### src/rtl/cmd_dispatch_pkg.sv
// cmd_dispatch_pkg: shared widths and helpers for the custom-instruction
// dispatcher. The select and tag widths are functions of the engine count.
// The tag MSB marks an error tag, which is only used when
// CMD_DISPATCH_ERR_RSP_EN is defined.
package cmd_dispatch_pkg;

    localparam int unsigned DATA_W  = 32;
    localparam int unsigned FID_W   = 10;
    localparam int unsigned MAX_ENG = 16;

    // Engine-select width taken from the top of the function ID.
    function automatic int unsigned sel_w(input int unsigned num_eng);
        return $clog2(num_eng);
    endfunction

    // Tag width is the engine select plus one error-marker bit.
    function automatic int unsigned tag_w(input int unsigned num_eng);
        return sel_w(num_eng) + 1;
    endfunction

    // Bit position of the error marker inside a tag.
    function automatic int unsigned err_bit(input int unsigned num_eng);
        return sel_w(num_eng);
    endfunction

    // Extract engine idx's response word from a zero-extended packed bus.
    function automatic logic [DATA_W-1:0] rsp_slice(
        input logic [DATA_W*MAX_ENG-1:0] bus,
        input int unsigned               idx
    );
        return bus[DATA_W*idx +: DATA_W];
    endfunction

endpackage

### src/rtl/cmd_tag_fifo.sv
// cmd_tag_fifo: synchronous tag FIFO recording the issue order of commands.
// Ports:
//   clk, reset      clock, synchronous active-high reset (clears pointers/count)
//   push, push_data write one tag (ignored when full unless popping too)
//   pop             remove the head tag (ignored when empty)
//   head            current head tag (valid only while count != 0)
//   count           number of stored tags
// Simultaneous push and pop leaves count unchanged, including when full.
module cmd_tag_fifo #(
    parameter  int unsigned DEPTH = 4,
    parameter  int unsigned W     = 3,
    localparam int unsigned CNT_W = $clog2(DEPTH) + 1
) (
    input  logic             clk,
    input  logic             reset,
    input  logic             push,
    input  logic [W-1:0]     push_data,
    input  logic             pop,
    output logic [W-1:0]     head,
    output logic [CNT_W-1:0] count
);

    localparam int unsigned PTR_W = $clog2(DEPTH);

    logic [W-1:0]     mem [DEPTH];
    logic [PTR_W-1:0] wr_ptr;
    logic [PTR_W-1:0] rd_ptr;
    logic             full;
    logic             empty;
    logic             do_push;
    logic             do_pop;

    assign full    = (count == CNT_W'(DEPTH));
    assign empty   = (count == '0);
    assign do_pop  = pop & ~empty;
    // When full, a same-cycle pop frees the slot the write lands in.
    assign do_push = push & (~full | do_pop);
    assign head    = mem[rd_ptr];

    // Tag storage; contents need no reset since count gates visibility.
    always_ff @(posedge clk) begin
        if (do_push) begin
            mem[wr_ptr] <= push_data;
        end
    end

    // Pointers wrap naturally because DEPTH is a power of two.
    always_ff @(posedge clk) begin
        if (reset) begin
            wr_ptr <= '0;
            rd_ptr <= '0;
            count  <= '0;
        end else begin
            if (do_push) begin
                wr_ptr <= wr_ptr + PTR_W'(1);
            end
            if (do_pop) begin
                rd_ptr <= rd_ptr + PTR_W'(1);
            end
            case ({do_push, do_pop})
                2'b10:   count <= count + CNT_W'(1);
                2'b01:   count <= count - CNT_W'(1);
                default: count <= count;
            endcase
        end
    end

endmodule

### src/rtl/cmd_dispatch.sv
// cmd_dispatch: routes CPU custom-instruction commands to NUM_ENG engines by
// the top bits of cmd_function_id and returns responses strictly in issue
// order using a tag FIFO of depth MAX_OUTST.
// Ports:
//   clk, reset                         clock, synchronous active-high reset
//   cmd_valid/cmd_ready                CPU command handshake
//   cmd_function_id, cmd_inputs_0/1    CPU command payload
//   rsp_valid/rsp_ready, rsp_outputs_0 CPU response handshake and data
//   cmd_int                            registered OR of eng_int
//   eng_cmd_valid/eng_cmd_ready        per-engine command handshake
//   eng_cmd_function_id, eng_cmd_inputs_0/1  broadcast command payload
//   eng_rsp_valid/eng_rsp_ready        per-engine response handshake
//   eng_rsp_outputs_0                  packed responses, engine i at [32*i +: 32]
//   eng_int                            per-engine interrupts
// Macro CMD_DISPATCH_ERR_RSP_EN: unmapped function IDs are accepted locally
// and answered with ERR_RSP in order; otherwise they go to engine NUM_ENG-1.
module cmd_dispatch
    import cmd_dispatch_pkg::*;
#(
    parameter int unsigned NUM_ENG   = 4,
    parameter int unsigned MAX_OUTST = 4,
    parameter logic [31:0] ERR_RSP   = 32'hFFFF_FFFF
) (
    input  logic                     clk,
    input  logic                     reset,
    input  logic                     cmd_valid,
    input  logic [9:0]               cmd_function_id,
    input  logic [31:0]              cmd_inputs_0,
    input  logic [31:0]              cmd_inputs_1,
    output logic                     cmd_ready,
    output logic                     cmd_int,
    output logic                     rsp_valid,
    output logic [31:0]              rsp_outputs_0,
    input  logic                     rsp_ready,
    output logic [NUM_ENG-1:0]       eng_cmd_valid,
    input  logic [NUM_ENG-1:0]       eng_cmd_ready,
    output logic [9:0]               eng_cmd_function_id,
    output logic [31:0]              eng_cmd_inputs_0,
    output logic [31:0]              eng_cmd_inputs_1,
    input  logic [NUM_ENG-1:0]       eng_rsp_valid,
    input  logic [32*NUM_ENG-1:0]    eng_rsp_outputs_0,
    output logic [NUM_ENG-1:0]       eng_rsp_ready,
    input  logic [NUM_ENG-1:0]       eng_int
);

    localparam int unsigned SEL_W   = sel_w(NUM_ENG);
    localparam int unsigned TAG_W   = tag_w(NUM_ENG);
    localparam int unsigned ERR_BIT = err_bit(NUM_ENG);
    localparam int unsigned CNT_W   = $clog2(MAX_OUTST) + 1;

    logic [SEL_W-1:0]          sel;
    logic                      mapped;
    logic [TAG_W-1:0]          push_tag;
    logic [TAG_W-1:0]          head_tag;
    logic [SEL_W-1:0]          head_sel;
    logic [CNT_W-1:0]          count;
    logic                      full;
    logic                      empty;
    logic                      permitted;
    logic                      push;
    logic                      pop;
    logic [DATA_W*MAX_ENG-1:0] rsp_bus;

    assign sel       = cmd_function_id[FID_W-1 -: SEL_W];
    assign mapped    = ({1'b0, sel} < TAG_W'(NUM_ENG));
    assign full      = (count == CNT_W'(MAX_OUTST));
    assign empty     = (count == '0);
    // A response leaving this cycle frees a slot for a same-cycle issue.
    assign permitted = ~full | pop;
    assign push      = cmd_valid & cmd_ready;
    assign pop       = rsp_valid & rsp_ready;
    assign head_sel  = head_tag[SEL_W-1:0];
    assign rsp_bus   = (DATA_W*MAX_ENG)'(eng_rsp_outputs_0);

    assign eng_cmd_function_id = cmd_function_id;
    assign eng_cmd_inputs_0    = cmd_inputs_0;
    assign eng_cmd_inputs_1    = cmd_inputs_1;

`ifndef CMD_DISPATCH_ERR_RSP_EN
    logic [SEL_W-1:0] eff_sel;
    // Unmapped selects fall through to the last (catch-all) engine slot.
    assign eff_sel = mapped ? sel : SEL_W'(NUM_ENG - 1);
`endif

    // Command routing and tag generation.
    always_comb begin
        eng_cmd_valid = '0;
        cmd_ready     = 1'b0;
        push_tag      = '0;
`ifdef CMD_DISPATCH_ERR_RSP_EN
        if (mapped) begin
            for (int i = 0; i < int'(NUM_ENG); i++) begin
                if (sel == SEL_W'(i)) begin
                    eng_cmd_valid[i] = cmd_valid & permitted;
                    cmd_ready        = permitted & eng_cmd_ready[i];
                end
            end
            push_tag = {1'b0, sel};
        end else begin
            cmd_ready = permitted;
            push_tag  = {1'b1, sel};
        end
`else
        for (int i = 0; i < int'(NUM_ENG); i++) begin
            if (eff_sel == SEL_W'(i)) begin
                eng_cmd_valid[i] = cmd_valid & permitted;
                cmd_ready        = permitted & eng_cmd_ready[i];
            end
        end
        push_tag = {1'b0, eff_sel};
`endif
    end

    // In-order response return: only the engine owning the head tag is heard.
    always_comb begin
        rsp_valid     = 1'b0;
        rsp_outputs_0 = '0;
        eng_rsp_ready = '0;
        if (!empty) begin
            if (head_tag[ERR_BIT]) begin
`ifdef CMD_DISPATCH_ERR_RSP_EN
                rsp_valid     = 1'b1;
                rsp_outputs_0 = ERR_RSP;
`endif
            end else begin
                for (int i = 0; i < int'(NUM_ENG); i++) begin
                    if (head_sel == SEL_W'(i)) begin
                        rsp_valid        = eng_rsp_valid[i];
                        eng_rsp_ready[i] = rsp_ready;
                    end
                end
                rsp_outputs_0 = rsp_slice(rsp_bus, 32'(head_sel));
            end
        end
    end

    // Merged interrupt, one cycle behind the engines.
    always_ff @(posedge clk) begin
        if (reset) begin
            cmd_int <= 1'b0;
        end else begin
            cmd_int <= |eng_int;
        end
    end

    cmd_tag_fifo #(
        .DEPTH (MAX_OUTST),
        .W     (TAG_W)
    ) u_tag_fifo (
        .clk       (clk),
        .reset     (reset),
        .push      (push),
        .push_data (push_tag),
        .pop       (pop),
        .head      (head_tag),
        .count     (count)
    );

endmodule

### config.mk
export PLATFORM = sky130hd
export DESIGN_NAME = cmd_dispatch
export DESIGN_NICKNAME = d
export VERILOG_FILES = /design/src/rtl/cmd_dispatch_pkg.sv /design/src/rtl/cmd_tag_fifo.sv /design/src/rtl/cmd_dispatch.sv
export SDC_FILE = /design/constraint.sdc
export NUM_CORES = 1
export LEC_CHECK = 0
export BUFFER_PORTS_ARGS = -buffer_cell sky130_fd_sc_hd__buf_2
export CAP_MARGIN = 20
export CORE_AREA = 2 2 128 130
export CTS_CLUSTER_SIZE = 12
export DETAILED_ROUTE_END_ITERATION = 8
export DIE_AREA = 0 0 130 132
export HOLD_SLACK_MARGIN = 0.1
export PLACE_DENSITY = 0.58
export SYNTH_ARGS = -nofsm -noshare
export SYNTH_HDL_FRONTEND = slang
export SYNTH_SLANG_ARGS = --single-unit
### constraint.sdc
create_clock -name clk -period 9.11 [get_ports clk]
set_input_delay 0.4555 -clock clk [delete_from_list [all_inputs] [get_ports clk]]
set_output_delay 0.4555 -clock clk [all_outputs]
set_load 0.05 [all_outputs]
==> results.toml <==
[clock_network]
clock_path_buffers = 2
htree_num_levels = 1
clock_sinks = 18
clk_latency_ns = 0.25
cts_hold_buffers = 0
cts_resized = 0
clkTransAtPathRegs_ns = 0.05
cts_setup_buffers = 0
cts_tree = "done"
cts_buffers = 3
root_buffer = "clkbuf_16"

[layout]
fin_cells = 564
drive_gt1_frac = 0.672
area_delta_synth_final_pct = 27.2
diodes = 0
fin_nets = 573

[detailed_routing]
drt_wl_total_mm = 8.52
vias = 2223
vias_per_cell = 3.94
drt_iter0_drc = 52
wire_per_inst_microns = 15.1
drt_first_pass_iters = 4
drc = 0
ant_nets = 0

[timing]
setup_ws_ns = 5.66
rsz0062_at_grt = "false"
maxSlewHeadroom = 0.369
finalSetupViolCount = 0
fin_tns_setup_ns = 0
finalCritPeriodShare = 0.379
hold_viol = 0
worst_clock_skew_ns = 0.00317
fmax_mhz = 289
drv_slew = 0
worst_pin_slew_ns = 0.946
holdWs_ns = 0.428
fin_crit_ns = 3.45

[yosys]
ys.flop_type = "dfxtp_1"
syn_area_sq_um = 2530
synth_top_family_by_area = "multiplexers"
synth_edf_count = 8
synth.area.mux_share = 0.342
synthCells = 240
synthSimpleGateAreaFrac = 0.156
yosysTopAreaCellShare = 0.311
synth_cell_types = 31
synth_fa_ha_area_frac = 0.0326
synthXorXnorAreaFrac = 0.0104
synth_top_area_cell = "mux4_2"
synthTopCellsByArea = "mux4_2, buf_4, edfxtp_1"
syn_nets = 464
yosysMostFrequentCell = "buf_4"
async_flop_share = 0
synth-seq-area-share = 0.174
synth_seq_cells = 18
synth_commonest_cells = "buf_4, and2_1, mux4_2"
yosysWarnings = 0
synth_compound_area_frac = 0.0292
synth.avg_cell_area_sq_um = 10.5

[floorplan]
core_sq_um = 15700
boundaryPins = 335
die_area_sq_um = 17200
rows = 46
die_w_microns = 130
start_util = 0.161
die_y_microns = 132

[pwr]
irDropWorstVdd_uv = 46.4
p_leak_nw = 1.51
power_density_nw_per_um2 = 167

[setup_path]
required_ns = 9.29
critPathMaxFanout = 36
worstRegToRegCells = 11
crit_type = "reg2reg"
worstReg2RegEnd = "u_tag_fifo.count[2]"
ff2ff_setup_slack_ns = 5.66
endpoint_kind = "flop"
arrival_ns = 3.63
startpoint_type = "flop"

[placed_design]
place_congestion = 0.822
placedCellCount = 560
dp_slack_ns = 5.64
hpwlAfterDp_mm = 7.30
port-buffer-count = 190

[worst_hold_path]
hp-start = "eng_int[2]"
holdPathEnd = "cmd_int"
hp-class = "in2reg"
whs_path_depth = 3

[global_routing]
grt_usage = 0.0896
grt_pass1_wl_mm = 11.9
grt_antenna_before_repair = 1
grt_overflow_total = 0
grt_max_degree = 37
grt_pass1_vias = 2281

[run_status]
status = "complete, no violations"

[run]
maxCapViolations = 0
[worst max-delay path by stage]
stage / start / endpoint / slack, ns / cells after the start
after global placement: flop / u_tag_fifo.count[2] / 5.74 / 11
final: flop / u_tag_fifo.count[2] / 5.66 / 11
after CTS: flop / u_tag_fifo.count[2] / 5.63 / 11
after global routing: flop / u_tag_fifo.count[2] / 5.46 / 11
after floorplan: flop / eng_cmd_valid[1] / 5.81 / 7
after detailed placement: flop / u_tag_fifo.count[2] / 5.64 / 11
[worst max-delay path: stages, from the launching register on]
cell and delay [ns]:
dfxtp_1 0.40, mux4_2 0.92, mux2i_1 0.37, o22a_4 0.24, a31oi_4 0.13, inv_1 0.09, ha_1 0.18, inv_1 0.06
fa_1 0.37, xor2_1 0.16, or3_1 0.31, a21oi_1 0.13
[layout make-up]
type / instances / area, sq um
clock buffer: 3 / 75.1
clock inverter: 1 / 3.75
fill: 1738 / 12500
inverter: 8 / 30.0
multi-input combinational: 127 / 1440
sequential: 18 / 440
tap: 216 / 270
timing repair buffer: 191 / 958
[layout by cell type, fill, tap and decap left out, types with 2 or more instances in the layout]
cell type	n
dfxtp_1	10
edfxtp_1	8
inv_1	8
mux2i_1	5
xor2_1	2
and2_1	38
nand3_1	2
nor2_1	13
buf_2	190
nor3b_1	2
nand2b_1	2
nand2_1	3
a21oi_1	3
clkbuf_16	3
ha_1	5
o21ai_0	3
or3_1	3
mux4_2	35
[kinds of logic (layout without fill, tap and decap cells)]
group / count (synthesis) / after routing
adders and majority gates: 6 / 6
xor gates and xnor gates: 3 / 3
muxes: 42 / 42
DFF: 18 / 18
and+or+nand+nor: 67 / 67
AOI/OAI and AO/OA: 9 / 9
buffers and inverters: 95 / 203
[power by group]
part           internal (mW)  switching, mW
logic                  0.121          0.234
clock network         0.0583         0.0296
registers             0.0899        0.00482
total                  0.270          0.268
[stage by stage]
stage                     total power, mW  cell area (sq um)   util
after floorplan                     0.446               2530      -
after global placement              0.455               3140  0.200
after detailed placement            0.455               3140  0.200
after CTS                           0.547               3220  0.205
after global routing                0.567               3220  0.205
final                               0.538               3220  0.205
[layer usage]
metal,routed length [microns],global-route usage,vias up
met2,3930,0.152,191
met1,3460,0.105,1031
met4,19,0.0108,2
met5,30,0.0147,-
li1,-,-,991
met3,1080,0.0406,8
(Power assumes the default switching activity.)
